<file path="config.mk">
export PLATFORM = sky130hd
export DESIGN_NAME = fp16_round_pipe
export DESIGN_NICKNAME = d
export VERILOG_FILES = /design/src/rtl/fp16Pkg.sv /design/src/rtl/fp16_round_inc.sv /design/src/rtl/fp16_round_pipe.sv
export SDC_FILE = /design/constraint.sdc
export NUM_CORES = 1
export LEC_CHECK = 0
export CAP_MARGIN = 20
export CORE_ASPECT_RATIO = 1.2
export CORE_MARGIN = 2
export CORE_UTILIZATION = 40
export DETAILED_ROUTE_END_ITERATION = 12
export PLACE_DENSITY = 0.7
export SYNTH_ARGS = -nofsm -noshare
export SYNTH_HDL_FRONTEND = slang
export SYNTH_HIERARCHICAL = 1
export SYNTH_SLANG_ARGS = --single-unit
export TNS_END_PERCENT = 50
</file>
<file path="constraint.sdc">
create_clock -name clk -period 2.6 [get_ports clk]
set_clock_uncertainty 0.05 [all_clocks]
set_input_delay 0.39 -clock clk [delete_from_list [all_inputs] [get_ports clk]]
set_output_delay 0.39 -clock clk [all_outputs]
set_load 0.01 [all_outputs]
</file>
<file path="src/rtl/fp16Pkg.sv">
`default_nettype none
// ============================================================================
// Module      : fp16Pkg
// Description : Shared FP16 types, widths and rounding-mode encodings for the
//               half-precision datapath.
// Revision    : 1.0 - initial release
// ============================================================================
package fp16Pkg;

    // Exponent / fraction most-significant bit indices
    localparam int EMSB = 4;
    localparam int FMSB = 9;

    // Largest finite magnitude, {exp, frac} without the sign
    localparam logic [EMSB+FMSB+1:0] FP16_MAXFIN = 15'h7BFF;

    // Packed IEEE 754 binary16
    typedef struct packed {
        logic            sign;
        logic [EMSB:0]   exp;
        logic [FMSB:0]   frac;
    } FP16;

    // Normalizer output: sig = {whole, fraction[9:0], G, R, S}
    typedef struct packed {
        logic            sign;
        logic [EMSB:0]   exp;
        logic [FMSB+4:0] sig;
    } FP16N;

    // Rounding modes; codes 5-7 fall back to round-to-nearest-even
    typedef enum logic [2:0] {
        RNE = 3'd0,
        RTZ = 3'd1,
        RDN = 3'd2,
        RUP = 3'd3,
        RMM = 3'd4
    } rounding_mode_t;

endpackage
`default_nettype wire

</file>
<file path="src/rtl/fp16_round_inc.sv">
`default_nettype none
// ============================================================================
// Module      : fp16_round_inc
// Description : Combinational round-increment decision from sign, L/G/R/S and
//               the rounding mode. Precision-independent.
// Revision    : 1.0 - initial release
// ============================================================================
module fp16_round_inc
    import fp16Pkg::*;
(
    input  logic       i_sign,
    input  logic       i_lsb,
    input  logic       i_guard,
    input  logic       i_round,
    input  logic       i_sticky,
    input  logic [2:0] i_rm,
    output logic       o_inc
);

    logic w_any_discard;

    // Select the increment rule for the requested mode
    always_comb begin
        w_any_discard = i_guard | i_round | i_sticky;
        o_inc         = i_guard & (i_lsb | i_round | i_sticky);
        case (i_rm)
            RTZ:     o_inc = 1'b0;
            RDN:     o_inc = i_sign & w_any_discard;
            RUP:     o_inc = ~i_sign & w_any_discard;
            RMM:     o_inc = i_guard;
            default: o_inc = i_guard & (i_lsb | i_round | i_sticky);
        endcase
    end

endmodule
`default_nettype wire

</file>
<file path="src/rtl/fp16_round_pipe.sv">
`default_nettype none
// ============================================================================
// Module      : fp16_round_pipe
// Description : Two-stage FP16 rounding pipeline. Stage 1 decides the round
//               increment, stage 2 applies it, handles overflow and packs the
//               result with exception flags. Valid/ready flow control.
// Revision    : 1.0 - initial release
// ============================================================================
module fp16_round_pipe
    import fp16Pkg::*;
(
    input  logic       clk,
    input  logic       rst_n,
    input  logic       in_valid,
    output logic       in_ready,
    input  FP16N       i,
    input  logic       under_i,
    input  logic       inexact_i,
    input  logic [2:0] rm,
    output logic       out_valid,
    input  logic       out_ready,
    output FP16        o,
    output logic       inexact_o,
    output logic       overflow_o,
    output logic       underflow_o
);

    localparam logic [EMSB:0] C_EXP_SPECIAL = '1;
    localparam logic [14:0]   C_INF_MAG     = 15'h7C00;

    // ------------------------------------------------------------------
    // Handshake
    // ------------------------------------------------------------------
    logic w_adv1;
    logic w_adv2;
    logic r_s1_valid;

    assign w_adv2   = ~out_valid | out_ready;
    assign w_adv1   = ~r_s1_valid | w_adv2;
    assign in_ready = w_adv1;

    // ------------------------------------------------------------------
    // Stage 1: decision
    // ------------------------------------------------------------------
    logic          w_inc;
    logic          w_special;
    logic [FMSB:0] w_frac_in;
    logic [FMSB:0] w_frac_s1;
    logic          w_unused_whole;

    // The whole bit carries no information here: exp==0 already marks denormals
    assign w_unused_whole = i.sig[FMSB+4];

    fp16_round_inc u_round_inc (
        .i_sign   (i.sign),
        .i_lsb    (i.sig[3]),
        .i_guard  (i.sig[2]),
        .i_round  (i.sig[1]),
        .i_sticky (i.sig[0]),
        .i_rm     (rm),
        .o_inc    (w_inc)
    );

    // Specials pass the fraction through; a NaN payload is forced quiet
    always_comb begin
        w_special = (i.exp == C_EXP_SPECIAL);
        w_frac_in = i.sig[FMSB+3:3];
        w_frac_s1 = w_frac_in;
        if (w_special && (w_frac_in != '0)) begin
            w_frac_s1 = {1'b1, w_frac_in[FMSB-1:0]};
        end
    end

    logic          r_s1_sign;
    logic [EMSB:0] r_s1_exp;
    logic [FMSB:0] r_s1_frac;
    logic          r_s1_guard;
    logic          r_s1_round;
    logic          r_s1_sticky;
    logic [2:0]    r_s1_rm;
    logic          r_s1_under;
    logic          r_s1_inexact;
    logic          r_s1_inc;
    logic          r_s1_special;

    // Stage 1 register bank, loads whenever stage 1 may advance
    always_ff @(posedge clk or negedge rst_n) begin
        if (!rst_n) begin
            r_s1_valid   <= 1'b0;
            r_s1_sign    <= 1'b0;
            r_s1_exp     <= '0;
            r_s1_frac    <= '0;
            r_s1_guard   <= 1'b0;
            r_s1_round   <= 1'b0;
            r_s1_sticky  <= 1'b0;
            r_s1_rm      <= '0;
            r_s1_under   <= 1'b0;
            r_s1_inexact <= 1'b0;
            r_s1_inc     <= 1'b0;
            r_s1_special <= 1'b0;
        end else if (w_adv1) begin
            r_s1_valid <= in_valid;
            if (in_valid) begin
                r_s1_sign    <= i.sign;
                r_s1_exp     <= i.exp;
                r_s1_frac    <= w_frac_s1;
                r_s1_guard   <= i.sig[2];
                r_s1_round   <= i.sig[1];
                r_s1_sticky  <= i.sig[0];
                r_s1_rm      <= rm;
                r_s1_under   <= under_i;
                r_s1_inexact <= inexact_i;
                r_s1_inc     <= w_inc & ~w_special;
                r_s1_special <= w_special;
            end
        end
    end

    // ------------------------------------------------------------------
    // Stage 2: apply
    // ------------------------------------------------------------------
    logic [14:0] w_sum;
    logic [14:0] w_mag;
    logic        w_at_maxfin;
    logic        w_overflow;
    logic        w_to_inf;
    logic        w_inexact;
    logic        w_underflow;

    // Add the increment, detect overflow and choose inf vs max-finite.
    // A value sitting at max finite with at least a half-ulp discarded counts
    // as overflow even in modes that truncate it back to max finite.
    always_comb begin
        w_sum       = {r_s1_exp, r_s1_frac} + {14'd0, r_s1_inc};
        w_at_maxfin = ({r_s1_exp, r_s1_frac} == FP16_MAXFIN);
        w_overflow  = ~r_s1_special &
                      ((&w_sum[14:10]) | (w_at_maxfin & r_s1_guard));
        case (r_s1_rm)
            RTZ:     w_to_inf = 1'b0;
            RDN:     w_to_inf = r_s1_sign;
            RUP:     w_to_inf = ~r_s1_sign;
            default: w_to_inf = 1'b1;
        endcase
        w_mag = w_sum;
        if (w_overflow) begin
            w_mag = w_to_inf ? C_INF_MAG : FP16_MAXFIN;
        end
        w_inexact   = ~r_s1_special &
                      (r_s1_guard | r_s1_round | r_s1_sticky | r_s1_inexact | w_overflow);
        w_underflow = r_s1_under & w_inexact;
    end

    // Output register bank; holds while downstream stalls
    always_ff @(posedge clk or negedge rst_n) begin
        if (!rst_n) begin
            out_valid   <= 1'b0;
            o           <= '0;
            inexact_o   <= 1'b0;
            overflow_o  <= 1'b0;
            underflow_o <= 1'b0;
        end else if (w_adv2) begin
            out_valid <= r_s1_valid;
            if (r_s1_valid) begin
                o           <= {r_s1_sign, w_mag};
                inexact_o   <= w_inexact;
                overflow_o  <= w_overflow;
                underflow_o <= w_underflow;
            end
        end
    end

endmodule
`default_nettype wire

</file>
==> Word level (Yosys, flattened, before mapping) <==
Cells that the tools add are included.
{ "classes": {"n_addsub": 1, "eq_ne": 9, "mux": 5, "bitwise": 25, "n_reduce_logical": 5} }
{ "ops": {"columns": ["operator", "n"], "rows": [
  ["$add 15x1->15", 1],
  ["$eq 15x15->1 const B", 1],
  ["$mux 15", 1],
  ["$eq 3x2->1 const B", 4],
  ["$mux 11", 1],
  ["$or 1x1->1", 11],
  ["$mux 10", 1],
  ["$reduce_bool 10->1", 1],
  ["$and 1x1->1", 8],
  ["$eq 3x1->1 const B", 2],
  ["$not 1->1", 6],
  ["$eq 5x5->1 const B", 1],
  ["$reduce_and 5->1", 1],
  ["$pmux 1 s4", 1],
  ["$reduce_and 2->1", 2],
  ["$eq 3x3->1 const B", 1],
  ["$pmux 1 s3", 1],
  ["$logic_and 1x1->1", 1]
]} }
{ "totals": {"regBits": 47, "out_inout_bits": 21, "wordCells": 64} }

==> Longest topological paths before layout <==
{ "logic_depth": {"ltp_word": 7, "mapped_depth": 8, "depth_no_buf": 7} }

==> Hierarchy <==
The synthesis kept the hierarchy.
{ "by_module_without_submodules": {"columns": ["mod", "instances", "cells_per_inst", "area_each_um2", "seq_area_each_um2"], "rows": [
  ["fp16_round_pipe", 1, 200, 2318.5, 1176.1],
  ["fp16_round_inc", 1, 10, 70.1, 0.0]
]} }

==> Worst setup path before layout <==
No wires, ideal clock.
{ "synth_path": {"path_kind": "reg2reg", "from": "register r_s1_frac[0]", "to": "register o[2] (netlist bit)", "setup_ns": 0.121, "arrival_ns": 1.952, "required_time_ns": 2.429, "setup_slack_ns": 0.477, "stages_incl_launch_ff": 7, "path_buffers": 0, "period_less_slack_ns": 2.123, "path_cell_list": "dfrtp_1 > ha_1 > nand4_1 > nor3_2 > mux2_2 > o41a_4 > a22o_1"} }
{ "synth_via": {"elab_chain_cells": 5, "word_cells_on_any_way": 7} }
{ "synth_lines": {"columns": ["element", "line", "rtl"], "rows": [
  ["start: declaration", "fp16_round_pipe.sv:76", "logic [FMSB:0] r_s1_frac;"],
  ["start signal: assignment", "fp16_round_pipe.sv:106", "r_s1_frac <= w_frac_s1;"],
  ["$add 15x1->15 / $eq 15x15->1 (equally long branches)", "fp16_round_pipe.sv:134, fp16_round_pipe.sv:135", null],
  ["$reduce_and 5->1 / $and 1x1->1 (equally long branches)", "fp16_round_pipe.sv:137", "((&w_sum[14:10]) | (w_at_maxfin & r_s1_guard));"],
  ["$or 1x1->1", "fp16_round_pipe.sv:137", null],
  ["$and 1x1->1", "fp16_round_pipe.sv:136", "w_overflow = ~r_s1_special &"],
  ["$mux 15 (*)", "fp16_round_pipe.sv:145", "if (w_overflow) begin"],
  ["end signal: assignment", "fp16_round_pipe.sv:164", "o <= {r_s1_sign, w_mag};"],
  ["end: declaration", "fp16_round_pipe.sv:22", "output FP16 o,"]
]} }
Every way passes the cells marked *; elsewhere a longest branch is shown, timed or not.
A chain may end at the register's enable or synchronous reset.

==> Worst setup path after layout <==
{ "layout_path": {"from": "register r_s1_frac[0]", "to": "register o[5] (netlist bit)"} }
Same word-level chain as after synthesis.

==> impl_summary.md <==
Critical path
STA classifies the critical path endpoint as a flop. The arrival time of data at the critical path endpoint is 2440 ps. The worst setup path is launched from a flop.

The worst register-to-register path has a depth of 8. In this run the worst setup path begins at r_s1_frac[0]. The highest fanout seen on the critical path is 8. The category of the most critical setup path is flop to flop.

The data required time at the worst endpoint is 2730 ps. The worst register-to-register path begins at r_s1_frac[0].

CTS
Clock-pin slew was measured on the worst setup and hold paths at 80 ps. The clock drives 47 sinks. The CTS buffer count is 5. TritonCTS built the clock tree. Post-CTS timing repair inserted 0 buffers for setup. The number of gates resized after cts is 0. The count of H-tree levels built during CTS is 2. CTS placed an instance of clkbuf_8 at the clock tree root. No sink is reached through more buffers than the 2 on the longest clock path. The insertion delay to the later sink of the worst-skew pair is 290 ps. Hold repair after CTS inserted 0 buffers.

STA
The smallest clock period supported by the final layout is computed as 2310 ps. At the pin with the least slew margin, the transition time is 577 ps. The achievable frequency is 0.434 GHz.

The share of the cycle needed by the critical path after routing is 88.7%. The final-report hold violation count is 0. The headroom to the max-slew limit is 61.5%.

Setup repair after global routing left no endpoint under its margin. The max-slew violation total from the final report is 0. Setup violations remaining at the end of the flow were counted as 0. Adding up every negative setup slack in the final design gives 0 ps.

Layout
The area growth from synthesis to layout is 26.7%. The number of nets at the end of the flow is 293. The ratio of cells with drive above 1 in the final layout is 17.1%. The number of diodes added for antenna fixing is 0. The area of all placed cells without fillers is 3030 um2. Cells fill 53.0% of the core in the end.

GRT
The first global-routing pass estimated 7.96 mm of wire. Global routing used 15.5% of the available tracks. The number of antenna violations at the first check in global routing is 0. For this run the aggregate overflow at the end of global routing stands at 0.

The largest net degree at the start of global routing is 48. The number of global-route vias before repair is 1693.

Die
The region available for standard cell placement spans 5710 um2. 50 I/O pins were placed. The initialized floorplan defines 30 standard-cell rows.

The initial utilization of the core area, before any placement, comes to 41.9%. The vertical extent of the die is 88.7 um. The die covers 6610 um2. The die is 74.5 um wide.

Synthesis
The post-synthesis instance area is 2390 um2. Sorting the synthesized cells by how often they occur yields dfrtp_1 (47), mux2_2 (24), nand2_1 (20). For this run, the number of Yosys warnings is 6. The fraction of synthesized cell area taken by the top area cell type is 49.2%.

Synthesis produced a netlist with a net count of 241. The average instance in the mapped netlist occupies 11.4 um2. Ranked by total cell area, the synthesized netlist is headed by dfrtp_1 (49%), mux2_2 (11%), a22o_1 (4.0%).

In the synthesized netlist, the number of instances is 210. The number of distinct library cell variants in the gate-level netlist after synthesis is 47. Counting flops with a built-in enable in the synthesized netlist gives 0. The library cell with the highest instance count after synthesis is dfrtp_1. The share of flip-flops with an asynchronous set or reset is 100%. Of the synthesized area, sequential elements account for 49.2%. The main flop type after synthesis is dfrtp_1.

The library cell with the largest summed area after synthesis is dfrtp_1. Synthesis inferred 47 register bits.

Drt
The starting DRC count in detailed routing is 91. The number of iterations in the first detailed-routing pass is 4. The ratio of routed vias to standard cells is 5.16. For this run, design rule violations remaining after detail routing come to 0.

The post-detailed-route wirelength per cell is 13.8 um. Across all layers, the routed design uses 1769 vias. The count of nets left with antenna violations after detail routing is 0. The routed design has 4.73 mm of wire.

Power and ir drop
The worst supply voltage drop on vdd is 0.000268 V. The design draws 0.00193 W. The analysis attributes to cell leakage a power of 1.19 nW. The power density over cell area is 638 nW/um2.

Placed design
The last weighted congestion value of the routability-driven placer is 0.781. The placed instance area is 2940 um2. The number of buffer cells added on primary ports is 48. The final HPWL from detailed placement is 3.70 mm.

Run
The count of max-cap constraint violations is 0.

Worst hold path
The tightest min-delay check is of the primary input to asynchronous set/reset pin type.

Status
The flow ran to the end, and the final reports show no timing, DRC or antenna violations.
[path summary, 6_finish.rpt]
| path | to | slack, ps |
|---|---|---|
| setup / recovery | o[5] | 290 |
| hold / removal | r_s1_valid | 120 |
| setup reg to reg | o[5] | 290 |
| hold reg to reg | o[11] | 440 |
| max in group asynchronous | r_s1_frac[7] | 1980 |
| min in group clk | o[11] | 440 |
[power breakdown]
part / switching, W / total [W] / internal (W)
Sequential: 0.000117 / 0.000974 / 0.000858
Combinational: 0.000226 / 0.000545 / 0.000319
Clock: 0.000221 / 0.000410 / 0.000189
[worst max-delay path, stage by stage, from the launching register on]
cell and delay [ps]:
dfrtp_1 380, ha_1 200, ha_1 230, nand4_1 180, o31a_1 310, a21oi_2 310
buf_4 230, o32ai_1 90, a22o_1 210
[cell families (layout without fill, tap and decap cells)]
| family | after synthesis | after routing | share of synthesized area (%) |
|---|---|---|---|
| AO/OA/AOI/OAI | 41 | 41 | 13.6 |
| AND/OR/NAND/NOR | 68 | 68 | 15.9 |
| adder cells (fa/ha/maj) | 2 | 2 | 1.05 |
| buffers and inverters | 13 | 66 | 3.35 |
| flip-flops | 47 | 47 | 49.2 |
| multiplexers | 25 | 25 | 11.7 |
| XOR/XNOR | 14 | 14 | 5.13 |
[through the flow]
stage          instances  hold WS, ps  worst slack [ps]
3_5_place_dp         335          425               297
5_1_grt              343          190               143
3_3_place_gp         335          413               341
4_1_cts              343          144               298
6_report             343          124               294
2_1_floorplan        210         44.4               477
[final cells by class]
class | count | area, um2
fill | 554 | 2680
sequential | 47 | 1180
multi-input combinational | 150 | 1130
timing repair buffer | 54 | 520
tap | 80 | 100
clock buffer | 7 | 76.3
inverter | 4 | 15.0
clock inverter | 1 | 5.00
[state kept, by name, indices dropped and copies added, names as in the netlist]
register and cells:
r_s1_rm 3, underflow_o 1, r_s1_round 1, o 16, inexact_o 1, r_s1_under 1, r_s1_inexact 1, r_s1_exp 5
r_s1_guard 1, r_s1_frac 10, overflow_o 1, r_s1_sticky 1, r_s1_inc 1, r_s1_sign 1, r_s1_valid 1, out_valid 1
r_s1_special 1
[cell usage in the layout (no fill, tap or decap), types with 2 or more instances in the layout]
master	Yosys	final
a21oi_1	2	2
a22o_1	11	11
buf_4	1	6
clkbuf_1	1	2
clkbuf_8	0	5
clkdlybuf4s50_1	0	47
dfrtp_1	47	47
ha_1	2	2
inv_1	4	4
mux2_2	24	24
nand2_1	20	20
nand2b_1	4	4
nand3_1	6	6
nand4_1	4	4
nand4b_1	2	2
nor2_1	12	12
nor3_1	3	3
nor4_1	4	4
o21ai_0	7	7
o31ai_1	11	11
or3_1	2	2
xnor2_1	10	10
xor2_1	4	4
[routing by layer]
layer / share of wire (%) / global-route usage (%) / vias up
met4: 1.2 / 5.36 / 0
met2: 49 / 25.1 / 38
met3: 3.2 / 2.51 / 5
met1: 47 / 21.2 / 844
met5: 0 / 0 / -
li1: - / - / 882
Power figures use the tool's default switching activity.
